File: src/rtl/fsm_monitor_pkg.sv
// ============================================================================
//  Module      : fsm_monitor_pkg
//  Description : Shared state encoding for the sequencer monitor. Any block
//                that decodes monitor state imports this package.
//  Revision    : 1.0 - initial release
// ============================================================================
`default_nettype none

package fsm_monitor_pkg;

  localparam int MON_ST_W = 2;

  localparam logic [MON_ST_W-1:0] MON_IDLE   = 2'd0;
  localparam logic [MON_ST_W-1:0] MON_ACTIVE = 2'd1;
  localparam logic [MON_ST_W-1:0] MON_REPORT = 2'd2;
  localparam logic [MON_ST_W-1:0] MON_ERR    = 2'd3;

  typedef enum logic [MON_ST_W-1:0] {
    ST_IDLE   = MON_IDLE,
    ST_ACTIVE = MON_ACTIVE,
    ST_REPORT = MON_REPORT,
    ST_ERR    = MON_ERR
  } mon_state_e;

endpackage

`default_nettype wire

File: src/rtl/fsm_monitor_timer.sv
// ============================================================================
//  Module      : fsm_monitor_timer
//  Description : 8-bit stall timer for the ACTIVE phase. Cleared by start,
//                counts while run is high, flags expired once the count
//                reaches TIMEOUT-1 (the monitor then leaves ACTIVE on the
//                following edge). Only built when FSM_MONITOR_TIMEOUT_EN is
//                defined.
//  Revision    : 1.0 - initial release
// ============================================================================
`default_nettype none

module fsm_monitor_timer #(
  parameter int TIMEOUT = 16
) (
  input  logic clk,
  input  logic rst,
  input  logic start,
  input  logic run,
  output logic expired
);

  localparam logic [7:0] c_LIMIT = 8'(TIMEOUT - 1);

  logic [7:0] cnt_q;
  logic [7:0] cnt_d;

  assign expired = run && (cnt_q == c_LIMIT);

  // Next count: clear on entry, advance while running, hold at the limit
  always_comb begin
    cnt_d = cnt_q;
    if (start) begin
      cnt_d = 8'd0;
    end else if (run && !expired) begin
      cnt_d = cnt_q + 8'd1;
    end
  end

  // Count register
  always_ff @(posedge clk) begin
    if (rst) begin
      cnt_q <= 8'd0;
    end else begin
      cnt_q <= cnt_d;
    end
  end

endmodule

`default_nettype wire

File: src/rtl/fsm_monitor.sv
// ============================================================================
//  Module      : fsm_monitor
//  Description : Checks that every sequencer done follows a ctl, reports each
//                completed round over valid/ready with a running count, and
//                raises a sticky error on protocol violations until clr.
//                Optional stall timeout enabled by FSM_MONITOR_TIMEOUT_EN.
//  Revision    : 1.0 - initial release
// ============================================================================
`default_nettype none

module fsm_monitor
  import fsm_monitor_pkg::*;
#(
  parameter int CNT_W   = 8,
  parameter int TIMEOUT = 16
) (
  input  logic             clk,
  input  logic             rst,
  input  logic             ctl,
  input  logic             done,
  input  logic             rdy,
  input  logic             clr,
  output logic             vld,
  output logic [CNT_W-1:0] rounds,
  output logic             busy,
  output logic             err
);

  mon_state_e       state_q;
  logic             vld_q;
  logic [CNT_W-1:0] rounds_q;
  logic             busy_q;
  logic             err_q;
  logic             w_expired;

`ifdef FSM_MONITOR_TIMEOUT_EN
  logic w_start;
  logic w_run;

  // Timer restarts on every transition into ACTIVE (from IDLE or back-to-back)
  assign w_start = ((state_q == ST_IDLE)   && !done && ctl) ||
                   ((state_q == ST_REPORT) && rdy   && ctl);
  assign w_run   = (state_q == ST_ACTIVE);

  fsm_monitor_timer #(
    .TIMEOUT (TIMEOUT)
  ) u_timer (
    .clk     (clk),
    .rst     (rst),
    .start   (w_start),
    .run     (w_run),
    .expired (w_expired)
  );
`else
  logic [7:0] w_unused_timeout;

  // Without the timer ACTIVE waits indefinitely for done
  assign w_unused_timeout = 8'(TIMEOUT);
  assign w_expired        = 1'b0;
`endif

  assign vld    = vld_q;
  assign rounds = rounds_q;
  assign busy   = busy_q;
  assign err    = err_q;

  // Monitor state machine with registered outputs; vld never looks at rdy
  // combinationally, it only falls on the transfer edge
  always_ff @(posedge clk) begin
    if (rst) begin
      state_q  <= ST_IDLE;
      vld_q    <= 1'b0;
      rounds_q <= '0;
      busy_q   <= 1'b0;
      err_q    <= 1'b0;
    end else begin
      case (state_q)
        ST_IDLE: begin
          if (done) begin
            state_q <= ST_ERR;
            err_q   <= 1'b1;
          end else if (ctl) begin
            state_q <= ST_ACTIVE;
            busy_q  <= 1'b1;
          end
        end
        ST_ACTIVE: begin
          // done wins over a timer expiry on the same edge
          if (done) begin
            state_q  <= ST_REPORT;
            rounds_q <= rounds_q + 1'b1;
            vld_q    <= 1'b1;
            busy_q   <= 1'b0;
          end else if (w_expired) begin
            state_q <= ST_ERR;
            err_q   <= 1'b1;
            busy_q  <= 1'b0;
          end
        end
        ST_REPORT: begin
          if (rdy) begin
            vld_q <= 1'b0;
            if (ctl) begin
              state_q <= ST_ACTIVE;
              busy_q  <= 1'b1;
            end else begin
              state_q <= ST_IDLE;
            end
          end else if (ctl || done) begin
            // overrun or stray done: the pending report is dropped
            state_q <= ST_ERR;
            vld_q   <= 1'b0;
            err_q   <= 1'b1;
          end
        end
        ST_ERR: begin
          // strobes ignored; the count survives clr
          if (clr) begin
            state_q <= ST_IDLE;
            err_q   <= 1'b0;
          end
        end
        default: begin
          state_q <= ST_IDLE;
        end
      endcase
    end
  end

endmodule

`default_nettype wire

File: config.mk
export PLATFORM = sky130hd
export DESIGN_NAME = fsm_monitor
export DESIGN_NICKNAME = d
export VERILOG_FILES = /design/src/rtl/fsm_monitor_pkg.sv /design/src/rtl/fsm_monitor_timer.sv /design/src/rtl/fsm_monitor.sv
export SDC_FILE = /design/constraint.sdc
export NUM_CORES = 1
export LEC_CHECK = 0
export BUFFER_PORTS_ARGS = -buffer_cell sky130_fd_sc_hd__buf_2
export CORE_MARGIN = 1
export CORE_UTILIZATION = 32
export DETAILED_ROUTE_END_ITERATION = 8
export GPL_TIMING_DRIVEN = 1
export SETUP_SLACK_MARGIN = 0.02
export SYNTH_ARGS = -nofsm -noshare
export SYNTH_HDL_FRONTEND = slang
export SYNTH_HIERARCHICAL = 1
export SYNTH_SLANG_ARGS = --single-unit
export TNS_END_PERCENT = 20
File: constraint.sdc
create_clock -name clk -period 2.2 [get_ports clk]
set_input_delay 0.33 -clock clk [delete_from_list [all_inputs] [get_ports clk]]
set_output_delay 0.33 -clock clk [all_outputs]
set_load 0.02 [all_outputs]
Word level (Yosys, flattened, before mapping) --
Cells that the tools add are included.
Word-level totals: bits in registers 13, input bits 6, word-level logic and storage cells 49
Operators by class: $add $sub $neg 1, eq/ne operators 12, muxes and demuxes 21, bitwise gates (word level) 1, reductions and logical operators 9
Operators by type and width (count):
- 2-bit != test (second input constant) | 7
- 2-bit 2-to-1 mux | 6
- 1-bit 2-to-1 mux | 11
- 8-bit by 1-bit adder with 8-bit output (second input constant) | 1
- 2-bit case mux with 4 select lines | 1
- 4-bit AND reduction | 2
- 3-bit != test (second input constant) | 2
- 1-bit case mux with 3 select lines | 2
- 5-bit AND reduction | 1
- 2-bit equality test (second input constant) | 2
- 3-bit AND reduction | 1
- 3-bit nonzero test | 1
- 2-bit by 1-bit equality test with 1-bit output (second input constant) | 1
- 2-bit zero test | 1
- 1-bit case mux with 2 select lines | 1
- 2-bit AND reduction | 1
- 2-bit nonzero test | 1
- 1-bit logical OR | 1
- 1-bit inverter | 1

Longest topological paths before layout --
word-level depth 4, depth in mapped cells 5, gate-level depth less buffers 4

Worst setup path after synthesis --
No wires, ideal clock.
kind register to register, start point register rounds_q[0], in the netlist rounds[0], end point register rounds_q[6], in the netlist rounds[6], setup time 0.071 ns, data arrival time 1.404 ns, setup slack 0.725 ns, cell stages (with the launch flop) 5, buffers on the path 0, period minus slack after synthesis 1.475 ns, path through dfxtp_1 > ha_1 > nand3_1 > or4_1 > a21oi_1
Between the ends: cells in the longest elaborated chain, start to end 1
RTL lines:
- start: declaration | RTL line fsm_monitor.sv:31 | logic [CNT_W-1:0] rounds_q;
- start signal: assignment | RTL line fsm_monitor.sv:91 | rounds_q <= rounds_q + 1'b1;
- 8-bit by 1-bit adder with 8-bit output | RTL line fsm_monitor.sv:91
Every way passes these cells. A chain may end at the register's enable or synchronous reset.

Final worst setup path --
start point register state_q[0], end point register rounds_q[6], in the netlist rounds[6]
Between the ends: cells in the longest elaborated chain, start to end 2
RTL lines:
- start: declaration | RTL line fsm_monitor.sv:29 | mon_state_e state_q;
- start signal: assignment | RTL line fsm_monitor.sv:71 | state_q <= ST_IDLE;
- start signal: assignment | RTL line fsm_monitor.sv:80 | state_q <= ST_ERR;
- start signal: assignment | RTL line fsm_monitor.sv:83 | state_q <= ST_ACTIVE;
- 2-bit by 1-bit equality test with 1-bit output | RTL line fsm_monitor.sv:77 | case (state_q)
- 2-bit AND reduction (no line)
Every way passes these cells.

==> flow_metrics.tcl <==
set metrics [dict create \
    outcome "completed" \
    drtIter0Drc 5 \
    synth_edf_count 0 \
    rsz0062_at_grt "no" \
    power.density_nw_per_um2 651.2 \
    io_pins 17 \
    drc 0 \
    rows 15 \
    fin_area_um2 739.5 \
    syn-num-nets 79 \
    die_h_um 46.70 \
    end_kind "flop" \
    worst_pin_slew_ns 0.3912 \
    whs_path_depth 4 \
    path_max_fanout 12 \
    post_cts_buffers 0 \
    hpwl_um 843.7 \
    r2r_cells 3 \
    hp-class "input pin to flop" \
    drive_gt1_share_pct 24.14 \
    antenna_found_initial 0 \
    fmax_ghz 0.6539 \
    ant_nets 0 \
    grt_use_total_pct 13.49 \
    h-tree-depth 1 \
    setup_tns_ns 0 \
    postCtsHoldBufs 0 \
    crit_type "flop to flop" \
    worstHoldStart "clr" \
    holdPathEnd "err" \
    vias 548 \
    synthDistinctLibCells 29 \
    synthCells 72 \
    grt_max_degree 14 \
    crit_start "state_q[0]" \
    syn_to_final_growth_pct 15.66 \
    final_util_pct 41.04 \
    min_period_ns 1.529 \
    regArea_um2 260.3 \
    power_leakage_nw 0.3050 \
    final_cells 112 \
    place.gp.congestion 0.6906 \
    skew_ns 0.008179 \
    die_w_um 46.70 \
    multi_input_area_um2 334.1 \
    min_period_over_period_pct 69.51 \
    placed_cell_area_um2 713.2 \
    grt_pass1_wl_mm 1.987 \
    setup_viol 0 \
    timing.rr.start "state_q[0]" \
    cp-start-kind "flop" \
    maxSlewHeadroom_pct 73.88 \
    clkTransAtPathRegs_ns 0.09 \
    post-place-cells 108 \
    required_ns 2.41 \
    cts-root-buf "clkbuf_4" \
    final_nets 95 \
    start_util_pct 35.49 \
    grt_pass1_vias 457 \
    hold_viol 0 \
    wire_per_inst_um 11.06 \
    grt_overflow_total 0 \
    rr_endpoint "rounds[6]" \
    async_flop_share_pct 0 \
    fill_cells 192 \
    drtPass1Iterations 4 \
    numClockSinks 13 \
    clockBufferDepth 2 \
    antenna_cells 0 \
    cts_tree "built" \
    cap_violations 0 \
    yosysWarnings 6 \
    synth-seq-cells 13 \
    synth_flop_cell "dfxtp_1" \
    dieArea_um2 2181 \
    routed_via_density 4.893 \
    io_buffer_count 16 \
    cts_made_buffers 3 \
    routed_wl_mm 1.239 \
    syn_avg_cell_area_um2 8.880 \
    ctsResizeCount 0 \
    netlist_area_um2 639.4 \
    insertion_delay_ns 0.28 \
    reg2reg_setup_slack_ns 0.67 \
    core_um2 1802 \
    slew_violations 0 \
    ys_seq_area_share_pct 40.70 \
    ir_drop_uv 392.4 \
    critPathArrivalTime_ns 1.74 \
]
==> layout by cell type (no fill, tap or decap), types with 2 or more instances in the layout <==
cell type	instances
a21oi_1	10
buf_2	16
clkbuf_4	3
dfxtp_1	13
inv_1	2
nand2_1	3
nand3_1	5
nor2_1	4
nor3_1	2
o21ai_0	4
o31ai_1	3
or3_1	2
or4_1	3
xor2_1	2
==> kinds of logic after synthesis <==
family	synth area share (%)
buffers and inverters	7.046
and+or+nand+nor	24.85
adders and majority gates	1.957
muxes	1.566
xor gates and xnor gates	4.110
DFF	40.70
AOI/OAI and AO/OA	19.77
==> worst max-delay path by stage <==
stage	to	slack [ns]	cells after the start
CTS	rounds[6]	0.68	3
floorplan	rounds[6]	0.73	4
global placement	rounds[7]	0.75	3
global route	rounds[6]	0.60	3
detailed placement	rounds[6]	0.70	3
finish	rounds[6]	0.67	3
==> sequential cells by signal, indices dropped and copies added (netlist names) <==
signal,count
state_q,2
rounds,8
err,1
busy,1
vld,1
==> cell usage after synthesis, types with 2 or more instances <==
library cell  number  share of area (%)
a21oi_1           10                7.8
buf_6              2                3.5
clkbuf_1           2                1.2
dfxtp_1           13                 41
inv_1              2                1.2
nand2_1            3                1.8
nand3_1            5                3.9
nor2_1             4                2.3
nor3_1             2                1.6
o21ai_0            4                3.1
o31ai_1            3                3.5
or3_1              2                2.0
or4_1              3                3.5
xor2_1             2                2.7
==> cell type report <==
| class | count | area share, % |
|---|---|---|
| Multi-Input combinational cell | 52 | 45.18 |
| Sequential cell | 13 | 35.19 |
| Timing Repair Buffer | 16 | 10.83 |
| Tap cell | 25 | 4.230 |
| Clock buffer | 4 | 3.553 |
| Inverter | 2 | 1.015 |
==> report_power, final <==
part / switching, W / total, W / leakage (nW) / internal (W)
clock network: 0.0000828 / 0.000153 / 0.0150 / 0.0000703
registers: 0.0000155 / 0.000262 / 0.106 / 0.000246
logic: 0.0000375 / 0.0000665 / 0.184 / 0.0000289
==> per-stage QoR <==
step	worst slack [ns]	total power [W]	hold slack, ns
2_1_floorplan	0.7252	0.0003190	0.3991
3_3_place_gp	0.7452	0.0003325	0.4447
3_5_place_dp	0.6962	0.0003327	0.4521
5_1_grt	0.6028	0.0005065	0.3902
4_1_cts	0.6776	0.0004832	0.3597
6_report	0.6708	0.0004815	0.3621
==> worst max-delay path, stage by stage (launching register included) <==
cell and delay [ns]:
dfxtp_1 0.57, nand3b_4 0.21, or4_1 0.54, a21oi_1 0.14
==> routing by layer <==
metal	up-vias	global-route usage [%]	routed length, um	share of wire (%)
met3	4	4.706	40	3.2
met2	10	16.67	526	42
li1	293	-	-	-
met5	-	0	0	0
met1	241	19.39	639	52
met4	0	8.571	31	2.5
Power figures use the tool's default switching activity.
